==> src/rtl/data_mem_store_buffer_pkg.sv <==
// Shared constants and types for the data-memory store buffer (dmem_pkg).
// Latency: n/a (types and constants only).
// Backpressure: n/a.
package dmem_pkg;

  localparam int DATA_W    = 4;
  localparam int ADDR_W    = 4;
  localparam int DEPTH     = 4;
  localparam int PTR_W     = $clog2(DEPTH);
  localparam int CNT_W     = PTR_W + 1;
  localparam int MEM_DEPTH = 1 << ADDR_W;

  // One posted store waiting to retire into the array.
  typedef struct packed {
    logic [ADDR_W-1:0] addr;
    logic [DATA_W-1:0] data;
  } store_entry_t;

endpackage

==> src/rtl/data_mem_store_buffer_if.sv <==
// CPU <-> data-memory request/response bundle; master is the CPU side, slave the memory side.
// Latency: n/a (wiring only).
// Backpressure: slave raises stall; master holds every request field stable and retries.
interface data_mem_store_buffer_if;
  import dmem_pkg::*;

  logic              MemWrite;
  logic              MemRead;
  logic [ADDR_W-1:0] address;
  logic [DATA_W-1:0] writeData;
  logic [DATA_W-1:0] readData;
  logic              readValid;
  logic              stall;
  logic [CNT_W-1:0]  bufCount;
  logic              bufEmpty;

  modport master (
    output MemWrite, MemRead, address, writeData,
    input  readData, readValid, stall, bufCount, bufEmpty
  );

  modport slave (
    input  MemWrite, MemRead, address, writeData,
    output readData, readValid, stall, bufCount, bufEmpty
  );

endinterface

==> src/rtl/data_mem_store_buffer_store_fifo.sv <==
// Circular store buffer with per-entry address match and youngest-match selector (selector only with DMEM_FWD_EN).
// Latency: push visible to lookups the cycle after it is accepted; head is combinational.
// Backpressure: push ignored when full unless a pop happens the same cycle; pop ignored when empty.
module store_fifo
  import dmem_pkg::*;
(
  input  logic              clock,
  input  logic              reset_n,
  input  logic              push,
  input  store_entry_t      pushEntry,
  input  logic              pop,
  input  logic [ADDR_W-1:0] lookupAddr,
  output store_entry_t      headEntry,
  output logic [CNT_W-1:0]  count,
  output logic              empty,
  output logic              full,
  output logic [DEPTH-1:0]  matchVec,
  output logic              fwdHit,
  output logic [DATA_W-1:0] fwdData
);

  store_entry_t     entries [DEPTH];
  logic [PTR_W-1:0] wrPtr;
  logic [PTR_W-1:0] rdPtr;
  logic [CNT_W-1:0] countNext;
  logic             emptyQ;
  logic             doPush;
  logic             doPop;

  assign full      = (count == CNT_W'(DEPTH));
  assign empty     = emptyQ;
  assign headEntry = entries[rdPtr];
  assign doPop     = pop && !emptyQ;
  // A full buffer can take a push only when the head leaves in the same cycle.
  assign doPush    = push && (!full || doPop);

  // Next occupancy from the accepted push/pop pair.
  always_comb begin
    countNext = count;
    if (doPush && !doPop) begin
      countNext = count + CNT_W'(1);
    end else if (doPop && !doPush) begin
      countNext = count - CNT_W'(1);
    end
  end

  // Per-entry match: entry is live if its distance from the read pointer is below count.
  always_comb begin
    logic [PTR_W-1:0] off;
    off      = '0;
    matchVec = '0;
    for (int j = 0; j < DEPTH; j++) begin
      off         = PTR_W'(j) - rdPtr;
      matchVec[j] = ({1'b0, off} < count) && (entries[j].addr == lookupAddr);
    end
  end

`ifdef DMEM_FWD_EN
  // Walk oldest to youngest so the last hit seen is the youngest matching store.
  always_comb begin
    logic [PTR_W-1:0] idx;
    idx     = '0;
    fwdHit  = 1'b0;
    fwdData = '0;
    for (int i = 0; i < DEPTH; i++) begin
      idx = rdPtr + PTR_W'(i);
      if (matchVec[idx]) begin
        fwdHit  = 1'b1;
        fwdData = entries[idx].data;
      end
    end
  end
`else
  assign fwdHit  = 1'b0;
  assign fwdData = '0;
`endif

  // Pointer, occupancy and entry storage; reset discards all buffered stores.
  always_ff @(posedge clock or negedge reset_n) begin
    if (!reset_n) begin
      wrPtr  <= '0;
      rdPtr  <= '0;
      count  <= '0;
      emptyQ <= 1'b1;
      for (int i = 0; i < DEPTH; i++) begin
        entries[i] <= '0;
      end
    end else begin
      if (doPush) begin
        entries[wrPtr] <= pushEntry;
        wrPtr          <= wrPtr + PTR_W'(1);
      end
      if (doPop) begin
        rdPtr <= rdPtr + PTR_W'(1);
      end
      count  <= countNext;
      emptyQ <= (countNext == '0);
    end
  end

endmodule

==> src/rtl/data_mem_store_buffer.sv <==
// 16x4 data memory behind a 4-entry posted store buffer; DMEM_FWD_EN selects store-to-load forwarding.
// Latency: load data registered 1 cycle after acceptance; stores retire when the port is free of loads.
// Backpressure: stall is combinational; the CPU holds MemRead/MemWrite/address/writeData and retries.
module data_mem_store_buffer
  import dmem_pkg::*;
(
  input logic                     clock,
  input logic                     reset_n,
  data_mem_store_buffer_if.slave  bus
);

  logic [DATA_W-1:0] mem [MEM_DEPTH];
  store_entry_t      headEntry;
  store_entry_t      pushEntry;
  logic [CNT_W-1:0]  count;
  logic              empty;
  logic              full;
  logic [DEPTH-1:0]  matchVec;
  logic              fwdHit;
  logic [DATA_W-1:0] fwdData;
  logic              pairBlock;
  logic              loadHazard;
  logic              stallInt;
  logic              loadAcc;
  logic              storeAcc;
  logic              drain;
  logic [DATA_W-1:0] readDataQ;
  logic              readValidQ;

  assign pushEntry = '{addr: bus.address, data: bus.writeData};

  store_fifo uStoreFifo (
    .clock      (clock),
    .reset_n    (reset_n),
    .push       (storeAcc),
    .pushEntry  (pushEntry),
    .pop        (drain),
    .lookupAddr (bus.address),
    .headEntry  (headEntry),
    .count      (count),
    .empty      (empty),
    .full       (full),
    .matchVec   (matchVec),
    .fwdHit     (fwdHit),
    .fwdData    (fwdData)
  );

  // A load+store pair against a full buffer cannot fit: the load would own the port,
  // so nothing drains to make room. Both are refused; because the refused load does not
  // own the port, the head drains that cycle and the retried pair then fits.
  assign pairBlock = bus.MemRead && bus.MemWrite && full;

`ifdef DMEM_FWD_EN
  assign loadHazard = 1'b0;
`else
  // Without forwarding a load must wait until no buffered store targets its address.
  assign loadHazard = bus.MemRead && (|matchVec);
`endif

  assign stallInt = pairBlock || loadHazard;
  assign loadAcc  = bus.MemRead && !stallInt;
  assign storeAcc = bus.MemWrite && !stallInt;
  // Single-port array: an accepted load owns it, otherwise the oldest store retires.
  assign drain    = !empty && !loadAcc;

  // Memory array: cleared on reset, written only by the drain path.
  always_ff @(posedge clock or negedge reset_n) begin
    if (!reset_n) begin
      for (int i = 0; i < MEM_DEPTH; i++) begin
        mem[i] <= '0;
      end
    end else if (drain) begin
      mem[headEntry.addr] <= headEntry.data;
    end
  end

  // Load result register; buffered data (pre-enqueue view) overrides the array on a hit.
  always_ff @(posedge clock or negedge reset_n) begin
    if (!reset_n) begin
      readDataQ  <= '0;
      readValidQ <= 1'b0;
    end else begin
      readValidQ <= loadAcc;
      if (loadAcc) begin
        readDataQ <= fwdHit ? fwdData : mem[bus.address];
      end
    end
  end

  assign bus.readData  = readDataQ;
  assign bus.readValid = readValidQ;
  assign bus.stall     = stallInt;
  assign bus.bufCount  = count;
  assign bus.bufEmpty  = empty;

endmodule

==> src/flat_wrapper.sv <==
// flat-port wrapper written by rule: the top's interface ports become plain ports
module data_mem_store_buffer_flat import dmem_pkg::*;
  (clock, reset_n, bus_MemWrite, bus_MemRead, bus_address, bus_writeData, bus_readData, bus_readValid, bus_stall, bus_bufCount, bus_bufEmpty);
  data_mem_store_buffer_if bus_i ();
  input logic clock;
  input logic reset_n;
  input wire logic [$bits(bus_i.MemWrite)-1:0] bus_MemWrite;
  input wire logic [$bits(bus_i.MemRead)-1:0] bus_MemRead;
  input wire logic [$bits(bus_i.address)-1:0] bus_address;
  input wire logic [$bits(bus_i.writeData)-1:0] bus_writeData;
  output wire logic [$bits(bus_i.readData)-1:0] bus_readData;
  output wire logic [$bits(bus_i.readValid)-1:0] bus_readValid;
  output wire logic [$bits(bus_i.stall)-1:0] bus_stall;
  output wire logic [$bits(bus_i.bufCount)-1:0] bus_bufCount;
  output wire logic [$bits(bus_i.bufEmpty)-1:0] bus_bufEmpty;
  assign bus_i.MemWrite = bus_MemWrite;
  assign bus_i.MemRead = bus_MemRead;
  assign bus_i.address = bus_address;
  assign bus_i.writeData = bus_writeData;
  assign bus_readData = bus_i.readData;
  assign bus_readValid = bus_i.readValid;
  assign bus_stall = bus_i.stall;
  assign bus_bufCount = bus_i.bufCount;
  assign bus_bufEmpty = bus_i.bufEmpty;
  data_mem_store_buffer u_core (.clock(clock), .reset_n(reset_n), .bus(bus_i));
endmodule
==> config.mk <==
export PLATFORM = sky130hd
export DESIGN_NAME = data_mem_store_buffer_flat
export DESIGN_NICKNAME = d
export VERILOG_FILES = /design/src/rtl/data_mem_store_buffer_pkg.sv /design/src/rtl/data_mem_store_buffer_if.sv /design/src/rtl/data_mem_store_buffer_store_fifo.sv /design/src/rtl/data_mem_store_buffer.sv /design/src/flat_wrapper.sv
export SDC_FILE = /design/constraint.sdc
export NUM_CORES = 1
export LEC_CHECK = 0
export CAP_MARGIN = 0
export CORE_MARGIN = 2
export CORE_UTILIZATION = 42
export DETAILED_ROUTE_END_ITERATION = 10
export GPL_TIMING_DRIVEN = 0
export MAX_ROUTING_LAYER = met4
export PLACE_DENSITY = 0.59
export SYNTH_ARGS = -nofsm -noshare
export SYNTH_HDL_FRONTEND = slang
export SYNTH_SLANG_ARGS = --single-unit
==> constraint.sdc <==
create_clock -name clock -period 7.25 [get_ports clock]
set_input_delay 1.45 -clock clock [delete_from_list [all_inputs] [get_ports clock]]
set_output_delay 1.45 -clock clock [all_outputs]
set_load 0.01 [all_outputs]
==> impl_results.md, run 1 <==
* DIE HEIGHT at 117.6 µm
* Synth area leaders: dfrtp_1, mux2_2, mux4_2
* Yosys top cell by area: dfrtp_1
* Period utilisation layout at 0.7261
* Routed wire length per instance at 18.30 µm
* Synth-to-Final Area Change at 13.61%
* 1st-iter DRT viols at ~150
* Yosys reg bits at 109
* Worst setup path class: in2out
* NetSw at a little over 1000 µW
* # IOs at 22
* VDD IR-drop max at approximately 0.00018 V
* Mapped Cells at between 300 and 400
* Clk pwr share at 0.177
* Worst-path maximum fanout at 10
* Avg Inst Size Synth at roughly 15 µm²
* Worst path slowest cell: clkdlybuf4s50_1
* Most frequent cells in the layout: dfrtp_1, mux2_2, mux4_2
* Final setup viols at 0
* CTS Buffer Depth at 2
* CTS tree: built
* Number of buffers created by CTS at 9
* Total track usage at 0.1707
* Logic pwr share at 0.448
* First-pass GRT wire length at 17550 µm
* DRT antenna net count at 0
* Worst r2r dst: u_core.mem[5]
* Die area at 13820 µm²
* Worst path max stage delay at 590 ps
* Via Count at between 3000 and 4000
* # DRC at 0
* Port Buf Inserts at 19
* Run status: completed
* Reg clk slew, reported paths at 70 ps
* Fmax at about 0.19 GHz
* Post-CTS Hold Buffers at 0
* # resized after CTS at 0
* Max-Cap Viols at 0
* Insertion delay to the later sink of the worst-skew pair at 350 ps
* Largest net degree at the start of global routing at 61
* Hold Crit Start: u_core.mem[6]
* Hold Crit Depth at 1
* Synth top area share at 0.4990
* Hpwl dp at approximately 7800 µm
* Minimum clock period at between 5000 and 6000 ps
* Starting Density at 0.4292
* Yosys warning total at 0
* Post-CTS repair timing setup buffer count at 0
* WHS at 484.9 ps
* CP Data Required Time at 5800 ps
* Initial antenna violation count at 0
* Crit-path cells: clkdlybuf4s50_1 > buf_2 > xor2_1 > nor4_1 > o21ai_0 > a41oi_1 > clkdlybuf4s50_1
* Pint at between 1500 and 2000 µW
* Slew headroom at 0.3666
* Worst setup EP type: output port
* Share of cells above drive strength 1 at 0.3695
* Hold Crit Endpoint: u_core.mem[6]
* Routability Congestion at 0.8191
* Row count at 41
* Register area share after synthesis at 0.5038
* Internal reg-to-reg setup slack at between 3000 and 4000 ps
* Final Power at around 2900 µW
* H-tree levels at 3
* Switching Fraction at 0.3580
* CP Data Arrival Time at around 3800 ps
* Pwr/cell area at approximately 460 nW/µm²
* Skew final at 8.381 ps
* Commonest non-fill, non-tap cell in the layout: dfrtp_1
* Vias in the first global route at roughly 3300
* Die width at 117.6 µm
* Post-Syn Area at 5416 µm²
* Core ar. at about 13000 µm²
* Detailed Routing Iterations Pass 1 at 4
* Worst r2r path cells at 11
* CP startpoint kind: input pin
* Syn Nets at 393
* Cell chosen for the clock root: clkbuf_16
* Max-slew violation count at 0
* Most common cell on crit path: clkdlybuf4s50_1
* RSZ-0062 raised after global routing: false
* Post-synthesis cell type count at 41
* # diodes at 0
* Final hold viol count at 0
* Clk sinks at ~110
* Setup TNS at 0 ps
* Layout net count at 424
* Reg-to-Reg Start: u_core.uStoreFifo.rdPtr[1]
* Worst Tran Pin Value at 950.1 ps
* Hold crit path type: reg2reg
* Drt total wl at approximately 11000 µm
* Via density at 5.327
* Grt ovf at 0
* Pleak at roughly 0.0026 µW
* Setup crit start: bus_address[3]
* Sequential power share at 0.375
layout make-up:
class                           instances  area, µm²
Timing Repair Buffer                   20      215.2
Buffer                                 18      78.83
Fill cell                            1146       6466
Multi-Input combinational cell        233       2571
Clock buffer                            9      225.2
Inverter                               10      37.54
Tap cell                              172      215.2
Sequential cell                       109       2729
Clock inverter                          7      81.33
kinds of logic after synthesis:
logic type | Yosys count | share of synthesized area
AO/OA/AOI/OAI | 20 | 0.02449
XOR/XNOR | 22 | 0.03557
adder cells (fa/ha/maj) | 11 | 0.02541
buffers and inverters | 28 | 0.02148
flip-flops | 109 | 0.5038
multiplexers | 129 | 0.3289
AND/OR/NAND/NOR | 51 | 0.06029
critical path: cells and delay by family:
| family | cells | cell delay (ps) |
|---|---|---|
| and+or+nand+nor | 1 | 350 |
| buffers and inverters | 3 | 1400 |
| xor gates and xnor gates | 1 | 100 |
| AOI/OAI and AO/OA | 2 | 510 |
state kept, by name, summed over array words and instances, names as in the netlist:
register                   count
u_core.uStoreFifo.wrPtr        2
u_core.uStoreFifo.count        3
u_core.uStoreFifo.rdPtr        2
u_core.uStoreFifo.empty        1
u_core.bus.readData            4
u_core.mem                    64
u_core.uStoreFifo.entries     32
u_core.bus.readValid           1
routing by layer:
metal  vias up  wire [µm]  GRT usage
met4         0        170    0.06551
met3        13        373    0.03876
met5         -          0          -
li1       1416          -          -
met1      1613       4960     0.2214
met2        37       5075     0.2632
worst max path at each step:
| stage | end | slack (ps) |
|---|---|---|
| after global placement | u_core.uStoreFifo.count[0] | 540 |
| final | bus_stall | 1990 |
| after floorplan | bus_stall | 3280 |
| after global routing | bus_stall | 1800 |
| after CTS | bus_stall | 1990 |
| after detailed placement | bus_stall | 2010 |
per-stage QoR:
step	utilization	worst slack, ps	area [µm²]	std cells
3_5_place_dp	0.4633	2005	5847	562
2_1_floorplan	-	3277	5416	370
3_3_place_gp	0.4613	543.8	5822	561
6_report	0.4876	1986	6153	578
4_1_cts	0.4876	1992	6153	578
5_1_grt	0.4876	1796	6153	578
cells in the mapped netlist, drive strengths merged:
| library cell | count |
|---|---|
| nand4 | 2 |
| or4b | 2 |
| clkbuf | 8 |
| a211oi | 1 |
| or4 | 1 |
| nor2b | 1 |
| buf | 10 |
| o2bb2ai | 1 |
| dfstp | 1 |
| nand2b | 5 |
| and3 | 1 |
| xor2 | 19 |
| and2 | 4 |
| nand3 | 3 |
| nand2 | 10 |
| o21a | 1 |
| o21ai | 5 |
| a21oi | 6 |
| mux4 | 28 |
| o2111ai | 1 |
| mux2 | 100 |
| inv | 10 |
| or2 | 1 |
| xnor2 | 3 |
| ha | 11 |
| a31oi | 2 |
| nor4 | 5 |
| nor2 | 16 |
| dfrtp | 108 |
| o41ai | 1 |
| a41oi | 1 |
| mux2i | 1 |
| a22oi | 1 |
power groups by stage:
stage               Clock [µW]  Combinational (µW)  Sequential [µW]
floorplan                    0                 972             1040
global placement             0                1260             1070
detailed placement           0                1290             1090
CTS                        521                1300             1070
global route               546                1400             1120
finish                     506                1280             1070
Power figures use the tool's default switching activity.
==> inputs of run 2 (changes only) <==
- clock period: 7.25 -> 5.5 ns (I/O delays scaled with it)
==> results of run 2 <==
The final DEF is identical to that of run 1. Status: completed.
Main changes from that run: setup slack after placement 2005 ps -> 955.0 ps; setup slack after layout 1986 ps -> 935.8 ps; register-to-register setup slack 3810 ps -> 2060 ps; total power 2854 µW -> 3762 µW; worst IR drop on VDD 0.0001797 V -> 0.0002368 V
==> inputs of run 3 (changes only) <==
- clock period: 5.5 -> 4.41 ns (I/O delays scaled with it)
==> results of run 3 <==
The final DEF is identical to that of run 1. Status: completed.
Main changes from that run: setup slack after placement 2005 ps -> 301.0 ps; setup slack after layout 1986 ps -> 281.8 ps; register-to-register setup slack 3810 ps -> 970 ps; total power 2854 µW -> 4692 µW; worst IR drop on VDD 0.0001797 V -> 0.0002954 V
